### src/rtl/uart_pkg.sv
// Shared types and defaults for the configurable UART receiver.
// Holds the FSM state enum and the data-length legalisation helper.
package uart_pkg;

    localparam int OS_RATE_DEF       = 16;
    localparam int MAX_DATA_BITS_DEF = 9;

    typedef enum logic [2:0] {
        ST_IDLE,
        ST_START,
        ST_DATA,
        ST_PARITY,
        ST_STOP,
        ST_BREAK
    } rx_cfg_state_e;

    // Lengths outside the supported range fall back to 8 data bits.
    function automatic logic [3:0] eff_data_bits(input logic [3:0] cfg, input int max_bits);
        if (int'(cfg) >= 5 && int'(cfg) <= max_bits) begin
            return cfg;
        end
        return 4'd8;
    endfunction

endpackage

### src/rtl/uart_rx_sampler.sv
// Two-flop synchronizer for the serial line plus a 3-sample majority voter.
// The vote combines the two stored samples with the current synchronized value.
module uart_rx_sampler (
    input  logic clk,
    input  logic rst,
    input  logic rx_i,
    input  logic sample_i,
    output logic rx_s_o,
    output logic vote_o
);

    logic       sync1_q;
    logic       sync2_q;
    logic [1:0] hist_q;

    always_ff @(posedge clk or posedge rst) begin
        if (rst) begin
            sync1_q <= 1'b1;
            sync2_q <= 1'b1;
            hist_q  <= 2'b11;
        end else begin
            sync1_q <= rx_i;
            sync2_q <= sync1_q;
            if (sample_i) begin
                hist_q <= {hist_q[0], sync2_q};
            end
        end
    end

    assign rx_s_o = sync2_q;
    assign vote_o = (hist_q[1] & hist_q[0]) | (hist_q[1] & sync2_q) | (hist_q[0] & sync2_q);

endmodule

### src/rtl/uart_rx_cfg.sv
// Oversampling UART receiver with run-time data length, parity and stop-bit count.
// Detects parity errors, framing errors and line breaks; results are held until the next frame.
module uart_rx_cfg
    import uart_pkg::*;
#(
    parameter int OS_RATE       = OS_RATE_DEF,
    parameter int MAX_DATA_BITS = MAX_DATA_BITS_DEF
) (
    input  logic                     clk,
    input  logic                     rst,
    input  logic                     bclk,
    input  logic                     rx,
    input  logic [3:0]               cfg_data_bits,
    input  logic                     cfg_parity_en,
    input  logic                     cfg_parity_odd,
    input  logic                     cfg_stop2,
    output logic [MAX_DATA_BITS-1:0] dout,
    output logic                     rx_done,
    output logic                     parity_err,
    output logic                     frame_err,
    output logic                     break_det,
    output logic                     busy
);

    localparam int CW = $clog2(OS_RATE);
    typedef logic [CW-1:0] cnt_t;
    localparam cnt_t MID_LO = cnt_t'(OS_RATE / 2 - 1);
    localparam cnt_t MID    = cnt_t'(OS_RATE / 2);
    localparam cnt_t MID_HI = cnt_t'(OS_RATE / 2 + 1);
    localparam cnt_t LAST   = cnt_t'(OS_RATE - 1);

    rx_cfg_state_e            state_q, state_d;
    cnt_t                     cnt_q, cnt_d;
    logic [3:0]               bit_q, bit_d;
    logic [3:0]               len_q, len_d;
    logic                     par_en_q, par_en_d;
    logic                     par_odd_q, par_odd_d;
    logic                     stop2_q, stop2_d;
    logic                     stop_idx_q, stop_idx_d;
    logic [MAX_DATA_BITS-1:0] shift_q, shift_d;
    logic                     all_zero_q, all_zero_d;
    logic                     perr_q, perr_d;
    logic                     stop_err_q, stop_err_d;
    logic [MAX_DATA_BITS-1:0] dout_q, dout_d;
    logic                     done_q, done_d;
    logic                     parity_err_q, parity_err_d;
    logic                     frame_err_q, frame_err_d;
    logic                     break_det_q, break_det_d;

    logic rx_s;
    logic vote;
    logic sample;
    logic decide;
    logic wrap;

    assign sample = bclk && (state_q inside {ST_START, ST_DATA, ST_PARITY, ST_STOP})
                    && (cnt_q == MID_LO || cnt_q == MID || cnt_q == MID_HI);
    assign decide = bclk && (cnt_q == MID_HI);
    assign wrap   = bclk && (cnt_q == LAST);

    uart_rx_sampler u_sampler (
        .clk      (clk),
        .rst      (rst),
        .rx_i     (rx),
        .sample_i (sample),
        .rx_s_o   (rx_s),
        .vote_o   (vote)
    );

    always_ff @(posedge clk or posedge rst) begin
        if (rst) begin
            state_q      <= ST_IDLE;
            cnt_q        <= '0;
            bit_q        <= '0;
            len_q        <= 4'd8;
            par_en_q     <= 1'b0;
            par_odd_q    <= 1'b0;
            stop2_q      <= 1'b0;
            stop_idx_q   <= 1'b0;
            shift_q      <= '0;
            all_zero_q   <= 1'b0;
            perr_q       <= 1'b0;
            stop_err_q   <= 1'b0;
            dout_q       <= '0;
            done_q       <= 1'b0;
            parity_err_q <= 1'b0;
            frame_err_q  <= 1'b0;
            break_det_q  <= 1'b0;
        end else begin
            state_q      <= state_d;
            cnt_q        <= cnt_d;
            bit_q        <= bit_d;
            len_q        <= len_d;
            par_en_q     <= par_en_d;
            par_odd_q    <= par_odd_d;
            stop2_q      <= stop2_d;
            stop_idx_q   <= stop_idx_d;
            shift_q      <= shift_d;
            all_zero_q   <= all_zero_d;
            perr_q       <= perr_d;
            stop_err_q   <= stop_err_d;
            dout_q       <= dout_d;
            done_q       <= done_d;
            parity_err_q <= parity_err_d;
            frame_err_q  <= frame_err_d;
            break_det_q  <= break_det_d;
        end
    end

    // Each bit is decided at MID_HI; the FSM moves on at the bit boundary,
    // except for the last stop bit, which completes the frame at its decision point.
    always_comb begin
        state_d      = state_q;
        cnt_d        = cnt_q;
        bit_d        = bit_q;
        len_d        = len_q;
        par_en_d     = par_en_q;
        par_odd_d    = par_odd_q;
        stop2_d      = stop2_q;
        stop_idx_d   = stop_idx_q;
        shift_d      = shift_q;
        all_zero_d   = all_zero_q;
        perr_d       = perr_q;
        stop_err_d   = stop_err_q;
        dout_d       = dout_q;
        done_d       = 1'b0;
        parity_err_d = parity_err_q;
        frame_err_d  = frame_err_q;
        break_det_d  = break_det_q;

        if (state_q != ST_IDLE && bclk) begin
            cnt_d = wrap ? '0 : cnt_q + cnt_t'(1);
        end

        case (state_q)
            ST_IDLE: begin
                if (!rx_s) begin
                    state_d    = ST_START;
                    cnt_d      = '0;
                    bit_d      = '0;
                    len_d      = eff_data_bits(cfg_data_bits, MAX_DATA_BITS);
                    par_en_d   = cfg_parity_en;
                    par_odd_d  = cfg_parity_odd;
                    stop2_d    = cfg_stop2;
                    stop_idx_d = 1'b0;
                    shift_d    = '0;
                    all_zero_d = 1'b1;
                    perr_d     = 1'b0;
                    stop_err_d = 1'b0;
                end
            end
            ST_START: begin
                if (decide && vote) begin
                    state_d = ST_IDLE;
                end else if (wrap) begin
                    state_d = ST_DATA;
                end
            end
            ST_DATA: begin
                if (decide) begin
                    shift_d[bit_q] = vote;
                    if (vote) begin
                        all_zero_d = 1'b0;
                    end
                end
                if (wrap) begin
                    if (bit_q == len_q - 4'd1) begin
                        state_d = par_en_q ? ST_PARITY : ST_STOP;
                    end else begin
                        bit_d = bit_q + 4'd1;
                    end
                end
            end
            ST_PARITY: begin
                if (decide) begin
                    perr_d = ((^shift_q) ^ vote) != par_odd_q;
                    if (vote) begin
                        all_zero_d = 1'b0;
                    end
                end
                if (wrap) begin
                    state_d = ST_STOP;
                end
            end
            ST_STOP: begin
                if (decide) begin
                    if (!stop_idx_q && all_zero_q && !vote) begin
                        state_d      = ST_BREAK;
                        done_d       = 1'b1;
                        dout_d       = shift_q;
                        parity_err_d = perr_q;
                        frame_err_d  = 1'b1;
                        break_det_d  = 1'b1;
                    end else if (stop2_q && !stop_idx_q) begin
                        stop_err_d = !vote;
                    end else begin
                        state_d      = ST_IDLE;
                        done_d       = 1'b1;
                        dout_d       = shift_q;
                        parity_err_d = perr_q;
                        frame_err_d  = stop_err_q | !vote;
                        break_det_d  = 1'b0;
                    end
                end
                if (wrap) begin
                    stop_idx_d = 1'b1;
                end
            end
            ST_BREAK: begin
                if (rx_s) begin
                    state_d = ST_IDLE;
                end
            end
            default: begin
                state_d = ST_IDLE;
            end
        endcase
    end

    assign dout       = dout_q;
    assign rx_done    = done_q;
    assign parity_err = parity_err_q;
    assign frame_err  = frame_err_q;
    assign break_det  = break_det_q;
    assign busy       = (state_q != ST_IDLE);

endmodule

### config.mk
export PLATFORM = sky130hd
export DESIGN_NAME = uart_rx_cfg
export DESIGN_NICKNAME = d
export VERILOG_FILES = /design/src/rtl/uart_pkg.sv /design/src/rtl/uart_rx_sampler.sv /design/src/rtl/uart_rx_cfg.sv
export SDC_FILE = /design/constraint.sdc
export NUM_CORES = 1
export LEC_CHECK = 0
export BUFFER_PORTS_ARGS = -buffer_cell sky130_fd_sc_hd__buf_4
export CAP_MARGIN = 25
export CORE_ASPECT_RATIO = 0.5
export CORE_MARGIN = 5
export CORE_UTILIZATION = 30
export DETAILED_ROUTE_END_ITERATION = 7
export PLACE_DENSITY_LB_ADDON = 0.08
export SLEW_MARGIN = 0
export SYNTH_ARGS = -nofsm -noshare
export SYNTH_HDL_FRONTEND = slang
export SYNTH_HIERARCHICAL = 1
export SYNTH_SLANG_ARGS = --single-unit
### constraint.sdc
create_clock -name clk -period 2.3 [get_ports clk]
set_clock_uncertainty 0.2 [all_clocks]
set_input_delay 0.115 -clock clk [delete_from_list [all_inputs] [get_ports clk]]
set_output_delay 0.115 -clock clk [all_outputs]
set_load 0.01 [all_outputs]
==> summary.txt <==
yosys warns -> 6
Post-Syn Area -> 2620 sq um
Final Net Count -> 316
largest net degree at the start of global routing -> 23
Final GP Congestion -> 0.869
Max Clock Freq -> 0.460 GHz
Die Area -> 10,800 sq um
hold slack -> 37.8 ps
post-route ant nets -> 0
global route overflow -> 0
number of antenna violations at the first check in global routing -> 0
Primary FF master, synth -> dfrtp_1
htree depth -> 2
Hold Crit Class -> input pin to register
via/cell ratio -> 4.79
WL per Instance -> 14.3 microns
post-synthesis sequential area ratio -> 46.0%
# DRC -> 0
die width -> 142 microns
Clk Latency, worst-skew pair -> 290 ps
minimum clock period -> 2170 ps
clk slew on worst S/H paths -> 60 ps
Post-Place Cells -> 397
Rows -> 24
clk sink count -> 48
design area -> 3190 sq um
RSZ-0062 raised after global routing -> no
Power Dens Cells -> 819 nW/um^2
Area contributors post-synth -> dfrtp_1 (41%), dfstp_2 (5.0%), o21ai_0 (4.8%)
WHS Path Cells -> 4
most instantiated library cell after synthesis -> dfrtp_1
DP Wirelength -> 4570 microns
synth cell count leaders -> dfrtp_1 (43), nand2_1 (26), o21ai_0 (25), inv_1 (16), nor2_1 (16)
vias in the first global route -> 1,959
met1 usage in global routing -> 17.6%
CP Data Arrival Time -> 2140 ps
clock root cell -> clkbuf_16
Num CTS Buffers -> 5
met3 Usage GRT -> 3.70%
Final Max Slew Viols -> 0
Clock Path Buffers -> 2
CORE AREA -> 8620 sq um
Critical Path Start Type -> register
global-route wire length before repair -> 10,200 microns
max_cap viols -> 0
Die H -> 76.1 microns
Fin. Hold Viols -> 0
Worst-Margin Slew -> 634 ps
max_slew headroom -> 57.8%
synthesis-to-finish area growth -> 21.8%
required time of the worst setup path -> 2270 ps
input/output buffers -> 24
drt first pass iters -> 4
Via Count -> 1,981
GR Layer Usage met2 -> 16.1%
TritonCTS clock tree -> done
maximum VDD drop -> 0.322 mV
gr usage total -> 11.7%
Pleak -> 1.50 nW
DRT iter0 DRCs -> 97
Async SR Flop Fraction -> 100%
Seq cells post-synth -> 48
Synth top area share -> 41.0%
share of layout cells above drive strength 1 -> 24.2%
Post-Layout Cell Count -> 414
Syn Inst Count -> 257
Post-Route Setup TNS -> 0 ps
Crit Path Max Fanout -> 4
num ports -> 25
post-synth net total -> 276
Final period util -> 94.4%
syn_area_per_cell -> 10.2 sq um
R2R cell count -> 7
gr busiest metal -> met1
dpl cell area -> 2960 sq um
Initial Util -> 30.4%
Post-synth EDFFs -> 0
Setup CP Type -> register to register
final wirelength -> 5900 microns
critical path endpoint category -> register
biggest area consumer among synthesized cells -> dfrtp_1
Netlist cell types -> 57
outcome -> complete, no violations
Ant. Diodes -> 0
endpoints failing setup -> 0
[per-stage QoR]
| step | worst slack (ps) | power [mW] | utilization [%] |
|---|---|---|---|
| 2_1_floorplan | 139 | 1.70 | - |
| 3_3_place_gp | 155 | 1.90 | 34.3 |
| 4_1_cts | 81.6 | 2.66 | 37.0 |
| 6_report | 128 | 2.62 | 37.0 |
| 3_5_place_dp | 106 | 1.92 | 34.3 |
| 5_1_grt | 1.30 | 2.82 | 37.0 |
[what timing repair did]
item,4_1_cts,5_1_grt
hold buffers,9,0
buffers inserted,0,1
endpoints found under the setup margin,0,1
resized for setup,0,0
endpoints found under the hold margin,33,0
[path summary, 6_finish.rpt]
path,start,end,slack [ps]
worst min register to register,u_sampler/sync1_q$_DFF_PP1_,u_sampler/rx_s_o$_DFF_PP1_,160
worst max register to register,cnt_q[1]$_DFF_PP0_,state_q[0]$_DFFE_PP0P_,130
worst min-delay path,cfg_data_bits[2],len_q[0]$_DFFE_PP0P_,40
worst max-delay path,cnt_q[1]$_DFF_PP0_,state_q[0]$_DFFE_PP0P_,130
max in group asynchronous,rst,dout[6]$_DFFE_PP0P_,1120
min in group asynchronous,rst,cnt_q[0]$_DFF_PP0_,220
[layer usage]
metal	share of wire, %	wire length [microns]
met2	41	2420
met4	1.2	72
met5	0	0
met1	53	3120
met3	4.9	289
[cell families (layout without fill, tap and decap cells)]
family,Yosys count,in the layout,share of synthesized area [%]
AOI/OAI and AO/OA,63,63,15.6
xor gates and xnor gates,17,17,6.20
adders and majority gates,9,9,4.25
buffers and inverters,25,65,4.20
DFF,48,48,46.0
muxes,13,13,6.30
and+or+nand+nor,82,82,17.5
[layout by cell type, fill, tap and decap left out, drive strengths merged, types with 2 or more instances in the layout]
cell type     n
a2111oi       2
a21oi        13
a221oi        2
a32o          2
and2          2
and3          3
buf          32
clkbuf        5
dfrtp        43
dfstp         5
dlygate4sd3   9
ha            8
inv          17
mux2         13
nand2        26
nand2b        5
nand3         8
nand3b        3
nand4         2
nor2         18
nor2b         4
nor3          4
o2111ai       2
o211ai        3
o21ai        28
xnor2        11
xor2          5
[cell type report]
cell class	instances	area, sq um
clock buffers	5	125
fillers	858	5430
well taps	117	146
flip-flops and latches	48	1210
clock inverters	2	12.5
multi-input cells	184	1310
inverters	17	66.3
repair buffers	41	330
[sequential cells by signal (all words and copies together) (netlist names)]
register,count
dout,9
shift_q,9
bit_q,4
cnt_q,4
len_q,4
state_q,3
u_sampler/hist_q,2
all_zero_q,1
break_det,1
frame_err,1
par_en_q,1
par_odd_q,1
parity_err,1
perr_q,1
rx_done,1
stop2_q,1
stop_err_q,1
stop_idx_q,1
u_sampler/rx_s_o,1
u_sampler/sync1_q,1
[critical path, cell delays in order (launching register included)]
cell and delay, ps:
dfrtp_1 410, inv_1 90, ha_1 170, nand4b_1 190, a2111oi_2 410, a2111oi_2 100, nor2_1 130, mux2_2 340
[power breakdown]
group / switching [mW] / internal [mW] / total, mW
combinational: 0.423 / 0.370 / 0.793
sequential: 0.144 / 0.970 / 1.11
clock: 0.313 / 0.395 / 0.708
total: 0.880 / 1.74 / 2.62
Power figures use the tool's default switching activity.
